$ cat config.mk
export PLATFORM = sky130hd
export DESIGN_NAME = imm_ext_pipe
export DESIGN_NICKNAME = d
export VERILOG_FILES = /design/src/rtl/imm_ext_pkg.sv /design/src/rtl/imm_ext_comb.sv /design/src/rtl/imm_ext_pipe.sv
export SDC_FILE = /design/constraint.sdc
export NUM_CORES = 1
export LEC_CHECK = 0
export CAP_MARGIN = 20
export CORE_MARGIN = 2
export CORE_UTILIZATION = 64
export DETAILED_ROUTE_END_ITERATION = 6
export DONT_BUFFER_PORTS = 1
export MAX_ROUTING_LAYER = met4
export PLACE_DENSITY_LB_ADDON = 0.08
export SLEW_MARGIN = 10
export SYNTH_ARGS = -nofsm -noshare
export SYNTH_HDL_FRONTEND = slang
export SYNTH_HIERARCHICAL = 1
export SYNTH_SLANG_ARGS = --single-unit
$ cat constraint.sdc
create_clock -name clk -period 2.39 [get_ports clk]
set_clock_uncertainty 0.15 [all_clocks]
set_input_delay 0.478 -clock clk [delete_from_list [all_inputs] [get_ports clk]]
set_output_delay 0.478 -clock clk [all_outputs]
set_load 0.02 [all_outputs]
$ cat src/rtl/imm_ext_pkg.sv
// Shared definitions for the immediate-extension logic: the mode encoding used
// by the decode pipeline stage and by the jump/address unit.
package imm_ext_pkg;

  typedef logic [1:0] mode_t;

  localparam mode_t MODE_SIGN   = 2'b00;
  localparam mode_t MODE_ZERO   = 2'b01;
  localparam mode_t MODE_UPPER  = 2'b10;
  localparam mode_t MODE_BRANCH = 2'b11;

endpackage

$ cat src/rtl/imm_ext_comb.sv
// Purely combinational immediate extender. Turns an IN_W-bit immediate into an
// OUT_W-bit operand according to the extension mode. OUT_W must exceed IN_W+2
// so the branch shift always has sign bits to discard.
module imm_ext_comb
  import imm_ext_pkg::*;
#(
  parameter int IN_W  = 16,
  parameter int OUT_W = 32
) (
  input  logic [1:0]       mode,
  input  logic [IN_W-1:0]  imm,
  output logic [OUT_W-1:0] data
);

  logic [OUT_W-1:0] sext;

  assign sext = {{(OUT_W-IN_W){imm[IN_W-1]}}, imm};

  // Select the extension; branch offsets are word offsets, so shift left by 2
  // and drop the top two sign bits.
  always_comb begin
    data = sext;
    case (mode)
      MODE_SIGN:   data = sext;
      MODE_ZERO:   data = {{(OUT_W-IN_W){1'b0}}, imm};
      MODE_UPPER:  data = {imm, {(OUT_W-IN_W){1'b0}}};
      MODE_BRANCH: data = {sext[OUT_W-3:0], 2'b00};
      default:     data = sext;
    endcase
  end

endmodule

$ cat src/rtl/imm_ext_pipe.sv
// Registered immediate-extension stage with a 2-entry skid buffer. The
// extension is done on the input side, so both storage entries hold finished
// operands. in_ready comes straight from a flop to keep upstream timing short.
module imm_ext_pipe
  import imm_ext_pkg::*;
#(
  parameter int IN_W  = 16,
  parameter int OUT_W = 32,
  parameter int TAG_W = 5
) (
  input  logic             clk,
  input  logic             reset,
  input  logic             flush,
  input  logic             in_valid,
  output logic             in_ready,
  input  logic [IN_W-1:0]  in_imm,
  input  logic [1:0]       in_mode,
  input  logic [TAG_W-1:0] in_tag,
  output logic             out_valid,
  input  logic             out_ready,
  output logic [OUT_W-1:0] out_data,
  output logic [TAG_W-1:0] out_tag
);

  logic [OUT_W-1:0] ext_data;

  logic             main_valid;
  logic [OUT_W-1:0] main_data;
  logic [TAG_W-1:0] main_tag;
  logic             skid_valid;
  logic [OUT_W-1:0] skid_data;
  logic [TAG_W-1:0] skid_tag;
  logic             in_ready_q;

  logic accept;
  logic pop;
  logic main_load_skid;
  logic main_load_in;
  logic skid_load;
  logic main_valid_nx;
  logic skid_valid_nx;

  imm_ext_comb #(
    .IN_W  (IN_W),
    .OUT_W (OUT_W)
  ) u_ext (
    .mode (in_mode),
    .imm  (in_imm),
    .data (ext_data)
  );

  // Decide where each item moves this cycle. The skid entry is older than any
  // new arrival, so it always refills main first; in_ready is low whenever the
  // skid is occupied, so a skid move and an accept never coincide.
  always_comb begin
    accept         = in_valid && in_ready_q;
    pop            = main_valid && out_ready;
    main_load_skid = 1'b0;
    main_load_in   = 1'b0;
    skid_load      = 1'b0;
    main_valid_nx  = main_valid;
    skid_valid_nx  = skid_valid;
    if (!main_valid || pop) begin
      if (skid_valid) begin
        main_load_skid = 1'b1;
        main_valid_nx  = 1'b1;
        skid_valid_nx  = 1'b0;
      end else if (accept) begin
        main_load_in  = 1'b1;
        main_valid_nx = 1'b1;
      end else begin
        main_valid_nx = 1'b0;
      end
    end else if (accept) begin
      skid_load     = 1'b1;
      skid_valid_nx = 1'b1;
    end
  end

  // Occupancy and ready flags; reset beats flush, and flush beats any transfer.
  always_ff @(posedge clk) begin
    if (reset) begin
      main_valid <= 1'b0;
      skid_valid <= 1'b0;
      in_ready_q <= 1'b1;
    end else if (flush) begin
      main_valid <= 1'b0;
      skid_valid <= 1'b0;
      in_ready_q <= 1'b1;
    end else begin
      main_valid <= main_valid_nx;
      skid_valid <= skid_valid_nx;
      in_ready_q <= !skid_valid_nx;
    end
  end

  // Payload registers only change on a transfer so outputs stay stable while
  // stalled; reset clears them so nothing undefined ever reaches the outputs.
  always_ff @(posedge clk) begin
    if (reset) begin
      main_data <= '0;
      main_tag  <= '0;
      skid_data <= '0;
      skid_tag  <= '0;
    end else if (!flush) begin
      if (main_load_skid) begin
        main_data <= skid_data;
        main_tag  <= skid_tag;
      end else if (main_load_in) begin
        main_data <= ext_data;
        main_tag  <= in_tag;
      end
      if (skid_load) begin
        skid_data <= ext_data;
        skid_tag  <= in_tag;
      end
    end
  end

  assign in_ready  = in_ready_q;
  assign out_valid = main_valid;
  assign out_data  = main_data;
  assign out_tag   = main_tag;

endmodule

==> out/metrics.cfg <==
[grt]
grt_max_degree=114
grt_util_met1_pct=31.8
gr-total-overflow=0
use_met2_pct=40.6
grt_pass1_wl_mm=14.6
first_global_vias=2899
antenna_found_initial=0
grt_usage_pct=25.4
use_met3_pct=5.14
busiest_layer=met2

[clocking]
cts_setup_buffers=0
cts.sinks=77
tritoncts=done
ctsHoldBuffers=0
cts.clk_slew.worst_paths_ns=0.09
insertion_delay_ns=0.35
htree_num_levels=3
root_buffer=clkbuf_8
ctsResizeCount=0
clk_path_buf_depth=2
cts_buffers=9

[power_and_ir_drop]
ir_drop_v=0.000388
report.power.total_uw=2730
power_leakage_uw=0.00151
power_density_mw_per_mm2=613

[logic_synthesis]
synth.most_common_cell=dfxtp_1
synth-xor-area-share_pct=0
syn-num-nets=469
synth.top_cells.by_area=dfxtp_1 (35%), mux2i_1 (12%), nand2b_1 (11%)
yosys.area.top_type=dfxtp_1
synthTopCellsByCount=dfxtp_1 (77), nand2b_1 (75), mux2i_1 (52), inv_1 (39), nor4_1 (37)
synthAdderAreaFrac_pct=0
synth_simple_gate_area_share_pct=17.8
synthMuxAreaShare_pct=21.4
ys_async_sr_fraction_pct=0
netlist_area_mm2=0.00437
synth_edf_count=0
avgSynthCellArea_um2=9.91
ys_types=33
ys.warnings.count=6
synth_top_family_by_area=multiplexers
ys_dominant_reg_cell=dfxtp_1
netlist.area_leader.share_pct=35.3
synth_seq_area_share_pct=35.3
netlist_instances=441
synth_compound_area_share_pct=15.0
synth_seq_cells=77

[routing]
first_pass_iters=5
route.antenna.remaining_nets=0
wl_per_cell_um=17.9
drc_errors=0
vias=2981
drt_iter0_drc=146
vias_per_cell=5.97
wl_mm=8.94

[placed_design]
place_ws_ns=0.482
numPortBuffers=0
place_hpwl_mm=5.74
gp_congestion=0.771
postPlaceCellArea_mm2=0.00425

[final_layout]
fillers=572
drive_gt1_share_pct=16.9
regArea_mm2=0.00154
multi_input_area_mm2=0.00238
diodes=0
fin_nets=442
fin_area_mm2=0.00445
area_growth_pct=1.75

[sta]
fmax_mhz=515
worst_pin_slew_ns=0.466
setup_ws_ns=0.450
period_needed_ns=1.94
rsz0062_at_grt=false
holdWs_ns=0.0281
drv_slew=0
relSlewSlack_pct=68.9
finalCritPeriodShare_pct=81.2
setup_violations=0
hold_violations=0
fin_setup_tns_ns=0

[floorplan]
initial_utilization_pct=65.4
core_area_mm2=0.00668
die_y_um=86.6
dieArea_mm2=0.00751
io_pins=67
row_count=30
die_w_um=86.6

[worst_setup_path]
crit_type=register to register
arrival_ns=2.01
critical_path.endpoint_type=register
worstPathRequired_ns=2.46
cpMaxStageDelayCell=dfxtp_1
crit_fanout=12
worst_setup_path_start_kind=register
max_stage_delay_ns=0.62
path_cells=buf_4, mux2_1, nor4_1, a211oi_2

[min_path]
hp-class=primary input to register

[run]
cap_violations=0

[status]
status=finished, final reports clean

[logic make-up after synthesis]
logic type,count (synthesis)
AOI/OAI and AO/OA,69
DFF,77
muxes,89
buffers and inverters,84
and+or+nand+nor,122
[path summary, 6_finish.rpt]
check                                                 from                         end  slack (ns)  cells after the start
worst min register to register  skid_data[12]$_SDFFE_PP0P_  skid_data[12]$_SDFFE_PP0P_        0.33                      2
worst max register to register       skid_valid$_SDFF_PP0_    out_data[8]$_SDFFE_PP0P_        0.45                      4
worst max-delay path                 skid_valid$_SDFF_PP0_    out_data[8]$_SDFFE_PP0P_        0.45                      4
worst min-delay path                                 reset   out_data[29]$_SDFFE_PP0P_        0.03                      1
[worst max-delay path, delay by kind of cell (launching register included)]
kind            cells  cell delay (ns)
flops               1             0.62
compound gates      1             0.08
mux                 1             0.34
simple gates        1             0.32
buf+inv             1             0.30
[per-stage QoR]
step,util (%),cells
3_5_place_dp,63.6,483
2_1_floorplan,-,441
5_1_grt,66.6,499
6_report,66.6,499
3_3_place_gp,63.6,483
4_1_cts,66.6,499
[power by group]
group	switching [uW]	total, uW	internal [uW]
Combinational	145	297	152
Clock	498	1010	514
Sequential	87.9	1420	1330
Total	731	2730	2000
[routing by layer]
layer | part of all wire (%) | up-vias
li1 | - | 1504
met1 | 45 | 1408
met2 | 49 | 62
met3 | 4.4 | 7
met4 | 0.89 | 0
met5 | 0 | -
[cell usage in the layout, fill, tap and decap left out]
| cell type | Yosys | layout |
|---|---|---|
| nand3_4 | 1 | 1 |
| dfxtp_1 | 77 | 77 |
| bufinv_16 | 0 | 1 |
| or4_1 | 1 | 1 |
| clkinv_2 | 0 | 1 |
| and2_4 | 1 | 1 |
| inv_1 | 39 | 39 |
| nand3_1 | 1 | 1 |
| a211oi_2 | 30 | 30 |
| o21ai_2 | 1 | 1 |
| o21ai_1 | 6 | 6 |
| and2b_2 | 2 | 2 |
| a211oi_1 | 8 | 8 |
| mux2_1 | 30 | 30 |
| buf_12 | 1 | 2 |
| nor4_1 | 37 | 37 |
| inv_6 | 0 | 1 |
| a22o_2 | 3 | 3 |
| a21oi_2 | 1 | 1 |
| nor2b_2 | 0 | 1 |
| mux2_2 | 7 | 7 |
| a22o_1 | 11 | 11 |
| nand2_1 | 1 | 1 |
| mux2i_1 | 52 | 52 |
| nor3_2 | 0 | 1 |
| clkbuf_1 | 18 | 1 |
| clkinvlp_4 | 0 | 2 |
| nand2b_1 | 75 | 75 |
| o21ai_0 | 8 | 8 |
| a21boi_0 | 1 | 1 |
| or3_2 | 0 | 1 |
| buf_4 | 5 | 5 |
| clkbuf_8 | 1 | 10 |
[flip-flops by register name, indices dropped and copies added (netlist names)]
register    cells
skid_valid      1
skid_data      32
in_ready        1
out_valid       1
skid_tag        5
out_tag         5
out_data       32
[layout make-up]
type                            instances  share of cell area, %
Multi-Input combinational cell        280                   53.5
Sequential cell                        77                   34.7
Inverter                               39                   3.29
Clock buffer                           11                   3.18
Tap cell                               80                   2.25
Timing Repair Buffer                    7                   1.74
Clock inverter                          5                   1.32
No activity file was read; power rests on OpenSTA's default activity.
